### config.mk
export PLATFORM = sky130hd
export DESIGN_NAME = bcd_decoder_seq
export DESIGN_NICKNAME = d
export VERILOG_FILES = /design/src/rtl/aes_bcd_pkg.sv /design/src/rtl/bcd_digit_adj.sv /design/src/rtl/bcd_decoder_seq.sv
export SDC_FILE = /design/constraint.sdc
export NUM_CORES = 1
export LEC_CHECK = 0
export CAP_MARGIN = 15
export CORE_MARGIN = 2
export CORE_UTILIZATION = 50
export CTS_CLUSTER_SIZE = 28
export DETAILED_ROUTE_END_ITERATION = 10
export GPL_TIMING_DRIVEN = 0
export PLACE_DENSITY = 0.75
export SYNTH_ARGS = -nofsm -noshare
export SYNTH_HDL_FRONTEND = slang
export SYNTH_SLANG_ARGS = --single-unit
### constraint.sdc
create_clock -name clk -period 2.6 [get_ports clk]
set_input_delay 0.52 -clock clk [delete_from_list [all_inputs] [get_ports clk]]
set_output_delay 0.52 -clock clk [all_outputs]
set_load 0.01 [all_outputs]
### src/rtl/aes_bcd_pkg.sv
// Shared types and constants for the sequential BCD-to-binary decoder.
package aes_bcd_pkg;

    // Decoder control states
    typedef enum logic [1:0] {
        StIdle,
        StShift,
        StDone
    } state_e;

    localparam int unsigned NDIG    = 3;    // BCD digits per input word
    localparam int unsigned ITER    = 10;   // shift iterations, equals binary width (999 < 2^10)
    localparam int unsigned BIN_MAX = 255;  // largest value that fits the 8-bit result

    // A BCD digit is legal when it encodes 0..9
    function automatic logic digit_valid(input logic [3:0] d);
        return d <= 4'd9;
    endfunction

endpackage

### src/rtl/bcd_digit_adj.sv
// Reverse double-dabble digit correction: a shifted digit >= 8 has picked up
// a half-ten from the digit above and must be brought back by 3.
module bcd_digit_adj (
    input  logic [3:0] d_i,
    output logic [3:0] d_o
);

    assign d_o = (d_i >= 4'd8) ? d_i - 4'd3 : d_i;

endmodule

### src/rtl/bcd_decoder_seq.sv
// Sequential 3-digit BCD to binary converter, one reverse double-dabble
// iteration per clock, with valid/ready handshakes on both sides.
module bcd_decoder_seq
    import aes_bcd_pkg::*;
(
    input  logic                  clk,
    input  logic                  rst_n,
    input  logic                  in_valid_i,
    output logic                  in_ready_o,
    input  logic [4*NDIG-1:0]     bcd_in_i,
    output logic                  out_valid_o,
    input  logic                  out_ready_i,
    output logic [7:0]            bin_out_o,
    output logic                  ovf_o,
    output logic                  invalid_o
);

    localparam int unsigned BcdW = 4 * NDIG;
    localparam int unsigned CntW = 4;

    state_e              state_q, state_d;
    logic [CntW-1:0]     cnt_q, cnt_d;
    logic [BcdW-1:0]     bcd_q, bcd_d;
    logic [ITER-1:0]     bin_q, bin_d;
    logic [7:0]          bin_out_q, bin_out_d;
    logic                ovf_q, ovf_d;
    logic                invalid_q, invalid_d;

    logic [BcdW+ITER-1:0] shifted;
    logic [BcdW-1:0]      bcd_adj;
    logic                 in_ok;
    logic                 last_iter;

    assign shifted   = {bcd_q, bin_q} >> 1;
    assign last_iter = (cnt_q == CntW'(ITER - 1));

    for (genvar i = 0; i < NDIG; i++) begin : g_adj
        bcd_digit_adj u_adj (
            .d_i (shifted[ITER + 4*i +: 4]),
            .d_o (bcd_adj[4*i +: 4])
        );
    end

    // Flag any non-decimal digit in the offered word
    always_comb begin
        in_ok = 1'b1;
        for (int i = 0; i < NDIG; i++) begin
            if (!digit_valid(bcd_in_i[4*i +: 4])) begin
                in_ok = 1'b0;
            end
        end
    end

    // Next-state logic for the FSM, datapath and result registers
    always_comb begin
        state_d   = state_q;
        cnt_d     = cnt_q;
        bcd_d     = bcd_q;
        bin_d     = bin_q;
        bin_out_d = bin_out_q;
        ovf_d     = ovf_q;
        invalid_d = invalid_q;
        unique case (state_q)
            StIdle: begin
                if (in_valid_i) begin
                    if (in_ok) begin
                        bcd_d     = bcd_in_i;
                        bin_d     = '0;
                        cnt_d     = '0;
                        invalid_d = 1'b0;
                        state_d   = StShift;
                    end else begin
                        // Bad digit: report immediately, skip the conversion
                        invalid_d = 1'b1;
                        ovf_d     = 1'b0;
                        bin_out_d = '0;
                        state_d   = StDone;
                    end
                end
            end
            StShift: begin
                bcd_d = bcd_adj;
                bin_d = shifted[ITER-1:0];
                cnt_d = cnt_q + 1'b1;
                if (last_iter) begin
                    bin_out_d = shifted[7:0];
                    ovf_d     = shifted[ITER-1:0] > ITER'(BIN_MAX);
                    state_d   = StDone;
                end
            end
            StDone: begin
                if (out_ready_i) begin
                    state_d = StIdle;
                end
            end
            default: state_d = StIdle;
        endcase
    end

    // State and datapath registers
    always_ff @(posedge clk or negedge rst_n) begin
        if (!rst_n) begin
            state_q   <= StIdle;
            cnt_q     <= '0;
            bcd_q     <= '0;
            bin_q     <= '0;
            bin_out_q <= '0;
            ovf_q     <= 1'b0;
            invalid_q <= 1'b0;
        end else begin
            state_q   <= state_d;
            cnt_q     <= cnt_d;
            bcd_q     <= bcd_d;
            bin_q     <= bin_d;
            bin_out_q <= bin_out_d;
            ovf_q     <= ovf_d;
            invalid_q <= invalid_d;
        end
    end

    // All decimal weight must have drained into the binary side by the last step
    always_ff @(posedge clk) begin
        if (rst_n && state_q == StShift && last_iter) begin
            assert (bcd_adj == '0);
        end
    end

    assign in_ready_o  = (state_q == StIdle);
    assign out_valid_o = (state_q == StDone);
    assign bin_out_o   = bin_out_q;
    assign ovf_o       = ovf_q;
    assign invalid_o   = invalid_q;

endmodule

==> impl_metrics.json, run 1 <==
{
  "dp_cells": 229,
  "cts_tree": "yes",
  "layout.nets": 212,
  "yosys_warnings": 0,
  "dr_total_vias": 1359,
  "rsz0062_at_grt": "false",
  "clock_path_buffers": 2,
  "crit_chain": "inv_1 > nor2_1 > clkdlybuf4s50_1",
  "track_usage": 0.209,
  "core-area_sq_um": 3390,
  "first_global_vias": 1389,
  "setup.worst_path.start_class": "register",
  "fin_tns_setup_ns": 0,
  "io_pins": 28,
  "synth_area_leaders": "dfrtp_1 52%, a22o_1 8.8%, ha_1 4.2%",
  "layout.cells.non_filler": 235,
  "slew_violations": 0,
  "cts-root-buf": "clkbuf_4",
  "cts_buffers": 5,
  "grtUsageMet1": 0.254,
  "synth-main-ff-cell": "dfrtp_1",
  "cp.arrival_ns": 1.59,
  "synth_area_sq_um": 1790,
  "drive_gt1_frac": 0.122,
  "dp_hpwl_um": 2710,
  "hold_buffers": 0,
  "worstSetupPathType": "reg2out",
  "maxCapViolations": 0,
  "r2r-start": "state_q[0]",
  "rr_endpoint": "cnt_q[3]",
  "placed_cell_area_sq_um": 2110,
  "ff2ff_setup_slack_ns": 1.02,
  "syn_to_final_growth_pct": 20.4,
  "synth.net_count": 178,
  "synth_edf_count": 0,
  "synth.top_cell.area_share": 0.518,
  "layout_worst_path_cycle_share": 0.812,
  "vdd_drop_max_uv": 430,
  "synthCells": 156,
  "fin_worst_skew_ns": 0.00667,
  "avgRoutedWirePerCell_um": 15.9,
  "clock_latency_ns": 0.34,
  "use_met2": 0.357,
  "rr_worst_depth": 4,
  "grt_use_met3": 0.0546,
  "gp_congestion": 0.816,
  "cts_resized": 0,
  "setup_viol": 0,
  "status": "finished clean",
  "wirelength_um": 3730,
  "drt_iter0_markers": 93,
  "dr.pass1.iters": 4,
  "fp.dieW_um": 63.8,
  "synth_top_area_cell": "dfrtp_1",
  "viasPerCell": 5.78,
  "num_antenna_cells": 0,
  "final_common_cell": "dfrtp_1",
  "dieArea_sq_um": 4070,
  "ys_seq_area_frac": 0.518,
  "grt_pass1_wl_um": 6550,
  "period_needed_ns": 2.11,
  "cp-end-kind": "primary output",
  "path_clk_slew_ns": 0.10,
  "start_util": 0.528,
  "p_per_area_nw_per_um2": 906,
  "cp_max_fo": 8,
  "finalHoldViolations": 0,
  "async_reset_ff_frac": 1.00,
  "max_freq_ghz": 0.474,
  "worstPathRequired_ns": 2.08,
  "final_area_sq_um": 2150,
  "ant_nets": 0,
  "cts_setup_buffers": 0,
  "grt_start_max_net_pins": 38,
  "ys_ff_latch": 37,
  "final_cell_mix": "37 x dfrtp_1, 26 x clkdlybuf4s50_1, 18 x a22o_1, 14 x nand2_1, 10 x o21ai_0",
  "cp_slowest_cell": "clkdlybuf4s50_1",
  "die_h_um": 63.8,
  "relSlewSlack": 0.459,
  "hold_path_class": "in2async",
  "p_leak_nw": 0.954,
  "h-tree-depth": 2,
  "grt-busiest-layer": "met2",
  "rows": 21,
  "drc_errors": 0,
  "worstMarginPinSlew_ns": 0.812,
  "grt.overflow.total": 0,
  "portBuffers": 27,
  "synth_cell_types": 34,
  "syn_avg_cell_area_sq_um": 11.5,
  "clock_sinks": 37,
  "max_stage_delay_ns": 0.55,
  "antenna_found_initial": 0
}
## synth_stat cells, drive strengths merged, types with 2 or more instances
cell / count
nand2b: 3
buf: 7
a22o: 18
nand2: 14
dfrtp: 37
o21ai: 16
a21oi: 6
inv: 8
nor2b: 2
mux2i: 7
nor2: 8
xnor2: 4
o211ai: 2
o31ai: 3
ha: 6
## how the worst max path moves through the flow
| stage | start | end | depth (start not counted) |
|---|---|---|---|
| after floorplan | bcd_in_i[1] | state_q[1] | 4 |
| after global placement | rst_n | bcd_q[6] | 1 |
| after detailed placement | bcd_in_i[1] | state_q[1] | 5 |
| after CTS | state_q[1] | out_valid_o | 3 |
| after global routing | state_q[1] | out_valid_o | 3 |
| final | state_q[1] | out_valid_o | 3 |
## state kept, by name, indices dropped and copies added (netlist names)
signal and flops:
bcd_q 12, bin_q 9, bin_out_o 8, cnt_q 4, state_q 2, invalid_o 1
ovf_o 1
## stage by stage
| step | total power [mW] | setup WS, ns | hold slack (ns) | util |
|---|---|---|---|---|
| after floorplan | 1.42 | 1.15 | 0.224 | - |
| after global placement | 1.63 | 0.213 | 0.465 | 0.624 |
| after detailed placement | 1.69 | 0.422 | 0.468 | 0.623 |
| after CTS | 1.96 | 0.495 | 0.291 | 0.635 |
| after global routing | 2.10 | 0.433 | 0.322 | 0.635 |
| final | 1.95 | 0.490 | 0.263 | 0.635 |
## cells by family (layout without fill, tap and decap cells)
logic type | count (synthesis) | count (layout) | share of synthesized area
AO/OA/AOI/OAI | 53 | 53 | 0.234
XOR/XNOR | 4 | 4 | 0.0196
adder cells (fa/ha/maj) | 6 | 6 | 0.0420
buffers and inverters | 15 | 48 | 0.0469
flip-flops | 37 | 37 | 0.518
multiplexers | 7 | 7 | 0.0392
AND/OR/NAND/NOR | 34 | 34 | 0.100
## power by group
group	leakage [nW]	internal (mW)	switching, mW
Combinational	0.440	0.362	0.389
Clock	0.0269	0.0938	0.179
Sequential	0.487	0.739	0.189
Total	0.954	1.19	0.757
## worst max-delay path, delay by kind of cell, from the launching register on
family / cells / cell delay, ns
DFF: 1 / 0.48
buffers and inverters: 2 / 0.67
and+or+nand+nor: 1 / 0.11
## layout make-up
class	count	area [sq um]
Inverter	8	30.0
Fill cell	292	1240
Tap cell	46	57.6
Clock buffer	5	37.5
Sequential cell	37	926
Clock inverter	1	5.00
Timing Repair Buffer	27	265
Buffer	7	53.8
Multi-Input combinational cell	104	778
## routing by layer
| layer | vias to the layer above | wire length (um) |
|---|---|---|
| li1 | 633 | - |
| met1 | 680 | 1660 |
| met2 | 39 | 1850 |
| met3 | 7 | 167 |
| met4 | 0 | 55 |
| met5 | - | 0 |
No activity file was read; power rests on OpenSTA's default activity.
==> run 2, diff against run 1 <==
==> constraint.sdc (replaced) <==
create_clock -name clk -period 2 [get_ports clk]
set_input_delay 0.4 -clock clk [delete_from_list [all_inputs] [get_ports clk]]
set_output_delay 0.4 -clock clk [all_outputs]
set_load 0.01 [all_outputs]
==> impl_metrics.json, run 2 (synthesis results as in run 1) <==
{
  "status": "finished clean",
  "period_needed_ns": 1.94,
  "wirelength_um": 3730,
  "fin_tns_setup_ns": 0,
  "rr_worst_depth": 4,
  "final_common_cell": "dfrtp_1",
  "largest_reg_flops": 12,
  "drc_errors": 0,
  "num_antenna_cells": 0,
  "viasPerCell": 5.78,
  "worstSetupPathType": "reg2out",
  "track_usage": 0.209,
  "finalHoldViolations": 0,
  "relSlewSlack": 0.459,
  "rows": 21,
  "grt_pass1_wl_um": 6550,
  "first_global_vias": 1389,
  "cts_setup_buffers": 0,
  "p_per_area_nw_per_um2": 1180,
  "worstPathRequired_ns": 1.60,
  "cts_tree": "yes",
  "cp_max_fo": 8,
  "dp_cells": 229,
  "max_freq_ghz": 0.515,
  "layout_worst_path_cycle_share": 0.971,
  "clock_path_buffers": 2,
  "rsz0062_at_grt": "false",
  "h-tree-depth": 2,
  "fp.dieW_um": 63.8,
  "final_cell_mix": "36 x dfrtp_1, 26 x clkdlybuf4s50_1, 18 x a22o_1, 14 x nand2_1, 10 x o21ai_0",
  "cts-root-buf": "clkbuf_4",
  "gp_congestion": 0.816,
  "layout.cells.non_filler": 235,
  "crit_chain": "nor2_1 > clkdlybuf4s50_1",
  "dp_hpwl_um": 2710,
  "cp.arrival_ns": 1.54,
  "cts_buffers": 5,
  "io_pins": 28,
  "layout.nets": 212,
  "drive_gt1_frac": 0.127,
  "dieArea_sq_um": 4070,
  "clock_latency_ns": 0.34,
  "maxCapViolations": 0,
  "vdd_drop_max_uv": 559,
  "ant_nets": 0,
  "die_h_um": 63.8,
  "core-area_sq_um": 3390,
  "fin_worst_skew_ns": 0.00667,
  "registers.top_by_ff_count": "bcd_q",
  "dr.pass1.iters": 4,
  "max_stage_delay_ns": 0.56,
  "path_clk_slew_ns": 0.10,
  "grt_start_max_net_pins": 38,
  "worstMarginPinSlew_ns": 0.812,
  "slew_violations": 0,
  "placed_cell_area_sq_um": 2110,
  "hold_buffers": 0,
  "final_area_sq_um": 2150,
  "drt_iter0_markers": 93,
  "start_util": 0.528,
  "syn_to_final_growth_pct": 20.5,
  "dr_total_vias": 1359,
  "hold_path_class": "in2async",
  "cp-end-kind": "primary output",
  "avgRoutedWirePerCell_um": 15.9,
  "cts_resized": 0,
  "cp_slowest_cell": "clkdlybuf4s50_1",
  "setup.worst_path.start_class": "register",
  "p_leak_nw": 0.953,
  "antenna_found_initial": 0,
  "clock_sinks": 37,
  "grt.overflow.total": 0,
  "setup_viol": 0,
  "portBuffers": 27
}
==> run 2: cell count changes in the layout (fill, tap and decap cells not counted) <==
cell     previous run  this run
dfrtp_1            37        36
dfrtp_2             0         1
==> run 2: final cells by class <==
class                           count  area, sq um
Tap cell                           46         57.6
Fill cell                         291         1230
Multi-Input combinational cell    104          778
Clock buffer                        5         37.5
Timing Repair Buffer               27          265
Sequential cell                    37          927
Buffer                              7         53.8
Inverter                            8         30.0
Clock inverter                      1         5.00
==> run 2: path summary, 6_finish.rpt <==
kind                            startpoint          to  slack, ns
worst max register to register  state_q[0]    cnt_q[3]       0.42
worst min-delay path                 rst_n    bin_q[7]       0.14
worst min register to register       ovf_o       ovf_o       0.49
worst max-delay path            state_q[0]  in_ready_o       0.06
min in group clk                     ovf_o       ovf_o       0.49
max in group asynchronous            rst_n  state_q[1]       1.30
==> run 2: worst max-delay path, delay by kind of cell, from the launching register on <==
| kind | cells | cell delay [ns] |
|---|---|---|
| buf+inv | 1 | 0.56 |
| flops | 1 | 0.47 |
| simple gates | 1 | 0.19 |
==> run 2: where the power goes <==
group | leakage, nW | switching (mW) | internal [mW]
Combinational | 0.440 | 0.506 | 0.471
Sequential | 0.486 | 0.246 | 0.962
Clock | 0.0269 | 0.233 | 0.122
Total | 0.953 | 0.984 | 1.55
==> run 2: layer usage <==
layer	vias to the layer above	GRT usage	wire length, um
li1	633	-	-
met1	680	0.254	1660
met2	39	0.357	1850
met3	7	0.0546	167
met4	0	0.0734	55
met5	-	0	0
==> run 2: through the flow <==
stage          hold WS [ns]   util  setup WS (ns)  power (mW)
2_1_floorplan         0.104      -          0.613        1.85
3_3_place_gp          0.465  0.624         -0.267        2.12
3_5_place_dp          0.468  0.623        -0.0578        2.19
4_1_cts               0.171  0.635         0.0154        2.54
5_1_grt               0.202  0.636       0.000697        2.74
6_report              0.143  0.636         0.0579        2.54
